--- config.mk ---
export PLATFORM = sky130hd
export DESIGN_NAME = csa_accumulator
export DESIGN_NICKNAME = d
export VERILOG_FILES = /design/src/rtl/csa_pkg.sv /design/src/rtl/csa_3to2.sv /design/src/rtl/csa_accumulator.sv
export SDC_FILE = /design/constraint.sdc
export NUM_CORES = 1
export LEC_CHECK = 0
export ABC_AREA = 1
export CORE_ASPECT_RATIO = 0.8
export CORE_MARGIN = 8
export CORE_UTILIZATION = 35
export CTS_BUF_LIST = sky130_fd_sc_hd__clkbuf_2 sky130_fd_sc_hd__clkbuf_4 sky130_fd_sc_hd__clkbuf_8
export DETAILED_ROUTE_END_ITERATION = 12
export REMOVE_ABC_BUFFERS = 1
export SYNTH_ARGS = -nofsm -noshare
export SYNTH_HDL_FRONTEND = slang
export SYNTH_HIERARCHICAL = 1
export SYNTH_SLANG_ARGS = --single-unit
--- constraint.sdc ---
create_clock -name clk -period 2.9 [get_ports clk]
set_clock_uncertainty 0.1 [all_clocks]
set_input_delay 0.58 -clock clk [delete_from_list [all_inputs] [get_ports clk]]
set_output_delay 0.58 -clock clk [all_outputs]
set_load 0.02 [all_outputs]
--- src/rtl/csa_pkg.sv ---
// Shared definitions for the carry-save accumulator: state encoding,
// default geometry and a constant-evaluable clog2.
package csa_pkg;

  typedef enum logic [1:0] {
    ACCUM   = 2'd0,
    RESOLVE = 2'd1,
    DONE    = 2'd2
  } state_e;

  localparam int DEF_WIDTH   = 16;
  localparam int DEF_MAX_OPS = 16;
  localparam int DEF_CHUNK   = 4;

  function automatic int clog2(input int v);
    int r;
    int x;
    r = 0;
    x = v - 1;
    while (x > 0) begin
      r = r + 1;
      x = x >> 1;
    end
    return r;
  endfunction

endpackage

--- src/rtl/csa_3to2.sv ---
// Bitwise 3:2 compressor. cout is the unshifted majority vector; the caller
// aligns it to the next bit position.
module csa_3to2 #(
  parameter int W = 16
) (
  input  logic [W-1:0] a,
  input  logic [W-1:0] b,
  input  logic [W-1:0] c,
  output logic [W-1:0] s,
  output logic [W-1:0] cout
);

  assign s    = a ^ b ^ c;
  assign cout = (a & b) | (a & c) | (b & c);

endmodule

--- src/rtl/csa_accumulator.sv ---
// Multi-operand adder: folds a valid/ready operand stream into redundant
// sum/carry registers, then resolves them CHUNK bits per cycle.
module csa_accumulator
  import csa_pkg::*;
#(
  parameter int WIDTH   = DEF_WIDTH,
  parameter int MAX_OPS = DEF_MAX_OPS,
  parameter int CHUNK   = DEF_CHUNK,
  localparam int CNT_W  = clog2(MAX_OPS),
  localparam int ACC_W  = WIDTH + CNT_W
) (
  input  logic             clk,
  input  logic             rst_n,
  input  logic             in_valid,
  output logic             in_ready,
  input  logic [WIDTH-1:0] in_data,
  input  logic             in_last,
  output logic             out_valid,
  input  logic             out_ready,
  output logic [ACC_W-1:0] out_sum,
  output logic [CNT_W:0]   out_count,
  output logic             out_ovf
);

  localparam int NCHUNK = ACC_W / CHUNK;
  localparam int IDX_W  = (clog2(NCHUNK) > 0) ? clog2(NCHUNK) : 1;
  localparam logic [CNT_W:0]   CNT_MAX  = (CNT_W+1)'(MAX_OPS);
  localparam logic [IDX_W-1:0] LAST_IDX = IDX_W'(NCHUNK - 1);
  localparam logic [IDX_W-1:0] IDX_ONE  = IDX_W'(1);
  localparam logic [ACC_W-1:0] CH_MASK  = ACC_W'({CHUNK{1'b1}});

  state_e           state_q, state_d;
  logic [ACC_W-1:0] s_q, s_d;
  logic [ACC_W-1:0] c_q, c_d;
  logic [ACC_W-1:0] res_q, res_d;
  logic [CNT_W:0]   cnt_q, cnt_d;
  logic             ovf_q, ovf_d;
  logic [IDX_W-1:0] chunk_q, chunk_d;
  logic             cy_q, cy_d;
  logic             out_valid_q, out_valid_d;

  logic [ACC_W-1:0] din_ext;
  logic [ACC_W-1:0] csa_s;
  logic [ACC_W-1:0] csa_maj;
  logic [ACC_W-1:0] s_sh, c_sh;
  logic [CHUNK:0]   chunk_sum;

  assign din_ext = {{CNT_W{1'b0}}, in_data};

  csa_3to2 #(.W(ACC_W)) u_csa (
    .a    (s_q),
    .b    (c_q),
    .c    (din_ext),
    .s    (csa_s),
    .cout (csa_maj)
  );

  // Current chunk pulled down to bit 0; carry-in is the previous chunk's carry-out.
  assign s_sh      = s_q >> (chunk_q * CHUNK);
  assign c_sh      = c_q >> (chunk_q * CHUNK);
  assign chunk_sum = {1'b0, s_sh[CHUNK-1:0]} + {1'b0, c_sh[CHUNK-1:0]}
                   + {{CHUNK{1'b0}}, cy_q};

  always_comb begin
    state_d     = state_q;
    s_d         = s_q;
    c_d         = c_q;
    res_d       = res_q;
    cnt_d       = cnt_q;
    ovf_d       = ovf_q;
    chunk_d     = chunk_q;
    cy_d        = cy_q;
    out_valid_d = out_valid_q;
    case (state_q)
      ACCUM: begin
        if (in_valid) begin
          s_d = csa_s;
          c_d = {csa_maj[ACC_W-2:0], 1'b0};
          if (cnt_q == CNT_MAX) ovf_d = 1'b1;
          else                  cnt_d = cnt_q + 1'b1;
          if (in_last) begin
            state_d = RESOLVE;
            chunk_d = '0;
            cy_d    = 1'b0;
          end
        end
      end
      RESOLVE: begin
        res_d = (res_q & ~(CH_MASK << (chunk_q * CHUNK)))
              | (ACC_W'(chunk_sum[CHUNK-1:0]) << (chunk_q * CHUNK));
        cy_d  = chunk_sum[CHUNK];
        if (chunk_q == LAST_IDX) begin
          state_d = DONE;
          chunk_d = '0;
        end else begin
          chunk_d = chunk_q + IDX_ONE;
        end
      end
      DONE: begin
        // out_valid trails DONE entry by one cycle so the result is registered
        // before it is offered.
        if (out_valid_q && out_ready) begin
          s_d         = '0;
          c_d         = '0;
          cnt_d       = '0;
          ovf_d       = 1'b0;
          out_valid_d = 1'b0;
          state_d     = ACCUM;
        end else begin
          out_valid_d = 1'b1;
        end
      end
      default: state_d = ACCUM;
    endcase
  end

  always_ff @(posedge clk) begin
    if (!rst_n) begin
      state_q     <= ACCUM;
      s_q         <= '0;
      c_q         <= '0;
      res_q       <= '0;
      cnt_q       <= '0;
      ovf_q       <= 1'b0;
      chunk_q     <= '0;
      cy_q        <= 1'b0;
      out_valid_q <= 1'b0;
    end else begin
      state_q     <= state_d;
      s_q         <= s_d;
      c_q         <= c_d;
      res_q       <= res_d;
      cnt_q       <= cnt_d;
      ovf_q       <= ovf_d;
      chunk_q     <= chunk_d;
      cy_q        <= cy_d;
      out_valid_q <= out_valid_d;
    end
  end

  assign in_ready  = (state_q == ACCUM);
  assign out_valid = out_valid_q;
  assign out_sum   = res_q;
  assign out_count = cnt_q;
  assign out_ovf   = ovf_q;

endmodule

==> results of run 1 <==
==> registers in the layout, summed over array words and instances (netlist names) <==
register,flops
out_sum,20
cy_q,1
out_count,5
chunk_q,3
state_q,2
c_q,19
out_ovf,1
out_valid,1
s_q,20
==> worst max-delay path, cell delays in order (launching register included) <==
cell,delay [ns]
dfxtp_2,0.38
inv_1,0.08
buf_4,0.19
nor2_1,0.10
o21ai_0,0.10
nand2_1,0.07
nand2_1,0.07
fa_1,0.47
fa_1,0.50
xnor2_2,0.17
nor2_1,0.15
nand2_1,0.08
a21oi_1,0.14
==> area by class of cell <==
type                       count  area share
timing repair buffer          61       0.125
multi-input combinational    375       0.466
clock inverter                 5      0.0117
clock buffer                  11      0.0320
inverter                      27      0.0215
sequential                    72       0.305
tap                          144      0.0381
==> kinds of logic (layout without fill, tap and decap cells) <==
logic type,after synthesis,count (layout)
compound gates,84,84
xor+xnor,2,2
fa+ha+maj,32,32
buf+inv,52,104
flops,72,72
other cells,1,5
simple gates,252,252
==> stage by stage <==
stage                     total power [W]  worst slack [ns]  TNS, ns  area, µm²
after floorplan                   0.00131            -0.382    -3.01       3740
after global placement            0.00143             0.264        0       4510
after detailed placement          0.00144             0.177        0       4510
after CTS                         0.00227             0.169        0       4720
after global routing              0.00237            0.0713        0       4720
final                             0.00224             0.252        0       4720
==> power by group through the flow <==
| stage | clock network, W | logic (W) | registers, W |
|---|---|---|---|
| after floorplan | 0 | 0.000206 | 0.00110 |
| after global placement | 0 | 0.000330 | 0.00110 |
| after detailed placement | 0 | 0.000338 | 0.00110 |
| after CTS | 0.000850 | 0.000340 | 0.00108 |
| after global routing | 0.000894 | 0.000390 | 0.00109 |
| final | 0.000819 | 0.000339 | 0.00108 |
==> cells in the mapped netlist <==
master / instances / area [µm²]
nor2_4: 2 / 22.5
fa_1: 22 / 440
o211ai_1: 7 / 52.6
a22oi_1: 2 / 15.0
o21ai_1: 1 / 5.00
or2_2: 7 / 43.8
ha_1: 10 / 125
o21a_1: 1 / 7.51
nand3_1: 66 / 330
nor3_1: 1 / 5.00
inv_1: 19 / 71.3
buf_1: 1 / 3.75
nor2_8: 2 / 40.0
nand2_4: 4 / 45.0
buf_2: 10 / 50.1
inv_2: 6 / 22.5
xor2_1: 1 / 8.76
o21bai_1: 1 / 7.51
clkbuf_1: 10 / 37.5
xnor2_1: 1 / 8.76
nand4_1: 4 / 25.0
buf_4: 2 / 15.0
buf_6: 2 / 22.5
nor2_2: 2 / 12.5
a21oi_2: 1 / 8.76
nand2_1: 139 / 522
nor2_1: 24 / 90.1
o21ai_0: 3 / 15.0
nand2_2: 1 / 6.26
dfxtp_1: 72 / 1440
a21oi_1: 68 / 340
clkinv_1: 2 / 7.51
conb_1: 1 / 3.75
==> layer usage <==
metal	vias to the layer above	global-route usage	wire, µm	part of all wire
li1	1718	-	-	-
met1	1548	0.183	4700	0.50
met2	65	0.210	4100	0.43
met3	11	0.0470	552	0.058
met4	0	0.0344	102	0.011
met5	-	0	0	0
==> path summary, 6_finish.rpt <==
kind | to
hold reg to reg | out_sum[4]
setup reg to reg | out_sum[10]
setup / recovery | out_sum[10]
hold / removal | out_sum[4]
==> out/qor.csv, run 1 <==
metric,value,unit
PostCTS Resize Cnt,0,
Placed Cells,679,
R2R Setup Slk,0.25,ns
grt ovf,0,
CP max FO,15,
Psw,0.000621,W
DRT Wirelength,9460,µm
IO Port Bufs,48,
VDD IR-drop max,244,µV
# fillers,1149,
total track usage,0.138,
Min Hold Slack,0.364,ns
hold path start,out_sum[4],
post-layout net count,599,
register area share after synthesis,0.374,
routed wire length per instance,13.6,µm
Hold Path Depth,2,
Ys Warns,6,
"Setup Fix Bufs, Post-CTS",0,
WP data required,3.08,ns
# clock sinks,72,
n_diodes,0,
Post-Synth Adder-Cell Area,0.147,
Clock transition at path regs,0.08,ns
Pwr per Cell Area,474,nW/µm²
"Distinct cells, synth",33,
Avg Inst Size Synth,7.78,µm²
DR iter-0 viols,220,
Worst Setup Path Type,flop to flop,
"Hold-fix buffers, CTS",0,
mux share of post-synthesis cell area,0,
most frequent cells in the layout,"139 x nand2_1, 71 x dfxtp_1, 68 x a21oi_1, 66 x nand3_1, 48 x clkdlybuf4s50_1",
"non-filler cells, final",695,
sequential share of power,0.483,
Initial Utilization,0.357,
multi-input logic area,2200,µm²
Inserted Clock Buffers,9,
via/cell ratio,4.81,
Fin. Hold Viols,0,
reg2reg path depth,12,
post-layout min period,2.65,ns
drt drc,0,
switch share,0.278,
crit path DAT,2.83,ns
first-pass GRT wire length,16400,µm
Die Span X,133,µm
worst r2r src,chunk_q[0],
vias in the first global route,3305,
status,"complete, no violations",
worst skew pair latency,0.35,ns
antenna violations before repair,0,
Max Fclk,0.378,GHz
clk root buf,clkbuf_8,
CP Launch Type,flop,
placement row count,34,
DIE AREA,14600,µm²
Area growth syn-to-layout,22.6,%
dpl hpwl,7010,µm
xor/xnor share of the synthesized area,0.00455,
nature of the critical path endpoint,flop,
Internal Power,0.00162,W
Worst setup startpoint,chunk_q[0],
combinational fraction of design power,0.152,
maxcap violations,0,
fin util,0.437,
core area,10800,µm²
endpoints failing setup,0,
"antenna viol nets, final",0,
Chip Height,110,µm
Final Wtd Congestion,0.799,
Simple-Gate Fraction of Synth Area,0.297,
mapped cell area,3850,µm²
worst hold path type,flop to flop,
"FF+latch count, synth",72,
RSZ-0062 raised after global routing,false,
drt pass-1 iters,4,
post-synthesis compound-gate area fraction,0.117,
share of cells above drive strength 1,0.102,
largest net degree at the start of global routing,69,
"most common cell after layout, fill and taps aside",nand2_1,
static leakage,1.87,nW
FF+latch area,1440,µm²
clock share of power,0.366,
Mapped Cells,495,
post-route clock period utilization,0.913,
CTS tree,yes,
via count,3342,
num ports,49,
largest family of logic cells by synthesized area,simple AND/OR/NAND/NOR gates,
H-tree depth,3,
Max Transition Viols Final,0,
maximum clock path buffer count,2,
(Power assumes the default switching activity.)
==> run 2, diff against run 1 <==
TNS_END_PERCENT = 100   (was default)
clock period = 3.3 ns   (was 2.9 ns; I/O delays follow)
==> run 2 against run 1 <==
- power shrank 10%
- maximum frequency shrank 7.1%
- combinational power shrank 15%
- first-iteration DRC count shrank 21%
- clock power shrank 5.3%
- critical path depth is the same
- worst setup slack gained 0.20 ns
- critical path type unchanged
- largest power group unchanged
==> out/qor.csv, run 2 (same netlist as run 1, synthesis figures left out) <==
metric,value,unit,change
DRT Wirelength,9550,µm,+0.91%
"Hold-fix buffers, CTS",0,,unchanged
WP data required,3.43,ns,+0.35 ns
maxcap violations,0,,unchanged
antenna violations before repair,0,,unchanged
"antenna viol nets, final",0,,unchanged
status,"complete, no violations",,
Max Transition Viols Final,0,,unchanged
Area growth syn-to-layout,21.5,%,
worst hold path type,flop to flop,,
VDD IR-drop max,258,µV,+6.1%
post-layout net count,594,,-0.83%
CP Launch Type,flop,,
Die Span X,133,µm,unchanged
drt drc,0,,unchanged
IO Port Bufs,48,,unchanged
DIE AREA,14600,µm²,unchanged
reg2reg end,out_sum[14],,
PostCTS Resize Cnt,0,,unchanged
num ports,49,,unchanged
core area,10800,µm²,unchanged
H-tree depth,3,,unchanged
largest net degree at the start of global routing,69,,unchanged
Pwr per Cell Area,430,nW/µm²,-9.2%
placement row count,34,,unchanged
grt ovf,0,,unchanged
DP Worst Slack,0.481,ns,+0.303 ns
# clock sinks,72,,unchanged
DR iter-0 viols,173,,-21%
vias in the first global route,3254,,-1.5%
Worst Setup Path Type,flop to flop,,
Hold EP,out_sum[5],,
final worst setup slack,0.449,ns,+0.197 ns
"Setup Fix Bufs, Post-CTS",0,,unchanged
share of cells above drive strength 1,0.0897,,-0.0119
Min Hold Slack,0.365,ns,+0.000651 ns
final setup TNS,0,ns,unchanged
R2R Setup Slk,0.45,ns,+0.20 ns
Initial Utilization,0.357,,unchanged
post-layout min period,2.85,ns,+0.203 ns
first-pass GRT wire length,16200,µm,-1.6%
Hold Path Depth,2,,unchanged
CTS tree,yes,,
drt pass-1 iters,4,,unchanged
most frequent cells in the layout,"139 x nand2_1, 72 x dfxtp_1, 68 x a21oi_1, 66 x nand3_1, 48 x clkdlybuf4s50_1",,
maximum clock path buffer count,2,,unchanged
dpl hpwl,6880,µm,-1.9%
Max Fclk,0.351,GHz,-7.1%
nature of the critical path endpoint,flop,,
post-route clock period utilization,0.864,,-0.0490
CP max FO,15,,unchanged
Fin. Hold Viols,0,,unchanged
Inserted Clock Buffers,9,,unchanged
total chip power,0.00201,W,-10%
endpoints failing setup,0,,unchanged
"most common cell after layout, fill and taps aside",nand2_1,,
reg2reg path depth,12,,unchanged
Clock transition at path regs,0.08,ns,about the same
hold path start,out_sum[5],,
RSZ-0062 raised after global routing,false,,
clk root buf,clkbuf_8,,
via/cell ratio,4.93,,+2.6%
Chip Height,110,µm,unchanged
worst r2r src,chunk_q[1],,
Rel. slew slack,0.526,,
routed wire length per instance,13.8,µm,+1.6%
total track usage,0.137,,-0.000901
via count,3405,,+1.9%
Final Wtd Congestion,0.844,,+5.6%
worst skew pair latency,0.36,ns,about the same
# fillers,1108,,-3.6%
static leakage,1.85,nW,-1.1%
n_diodes,0,,unchanged
crit path DAT,2.98,ns,+0.15 ns
Tightest Pin Transition,0.712,ns,
[run 2: worst max-delay path by stage]
stage	from	end	slack, ns	cells past startpoint
floorplan	chunk_q[1]	out_sum[14]	0.02	11
global placement	chunk_q[1]	out_sum[14]	0.54	12
detailed placement	chunk_q[1]	out_sum[14]	0.48	12
CTS	chunk_q[1]	out_sum[14]	0.46	12
global route	chunk_q[1]	out_sum[14]	0.17	12
finish	chunk_q[1]	out_sum[14]	0.45	12
[run 2: cell type report]
class / count / area [µm²] / share of cell area
Multi-Input combinational cell: 375 / 2200 / 0.469
Clock buffer: 10 / 138 / 0.0294
Timing Repair Buffer: 56 / 541 / 0.116
Tap cell: 144 / 180 / 0.0385
Clock inverter: 6 / 82.6 / 0.0176
Inverter: 27 / 101 / 0.0217
Sequential cell: 72 / 1440 / 0.308
[run 2: through the flow]
step | instances | util | area [µm²]
3_3_place_gp | 674 | 0.413 | 4460
3_5_place_dp | 674 | 0.413 | 4460
4_1_cts | 690 | 0.433 | 4680
6_report | 690 | 0.433 | 4680
2_1_floorplan | 474 | - | 3740
5_1_grt | 690 | 0.433 | 4680
[run 2: per-layer routing]
metal	global-route usage	share of wire	wire (µm)	vias to the layer above
met5	0	0	0	-
met4	0.0424	0.010	96	0
met3	0.0425	0.070	672	10
met2	0.208	0.44	4170	94
met1	0.183	0.48	4600	1593
li1	-	-	-	1708
[run 2: report_power, final]
group	internal [W]	leakage, nW	switching, W
logic	0.000121	1.15	0.000167
registers	0.000906	0.585	0.0000451
clock network	0.000442	0.112	0.000334
total	0.00147	1.85	0.000546
[run 2: critical path, cell delays in order (launching register included)]
cell and delay [ns]:
dfxtp_1 0.34, clkinv_1 0.22, buf_4 0.27, nand3_1 0.07, o21ai_0 0.09, nand2_1 0.07
nand2_1 0.07, fa_1 0.47, fa_1 0.48, xnor2_1 0.25, nor2_1 0.09, a22oi_1 0.15
nor2_1 0.05
==> run 3, diff against run 2 <==
CTS_CLUSTER_SIZE = 30   (was default)
TNS_END_PERCENT = default   (was 100)
==> results of run 3 <==
Final layout, timing and power as in run 2 (identical DEF).
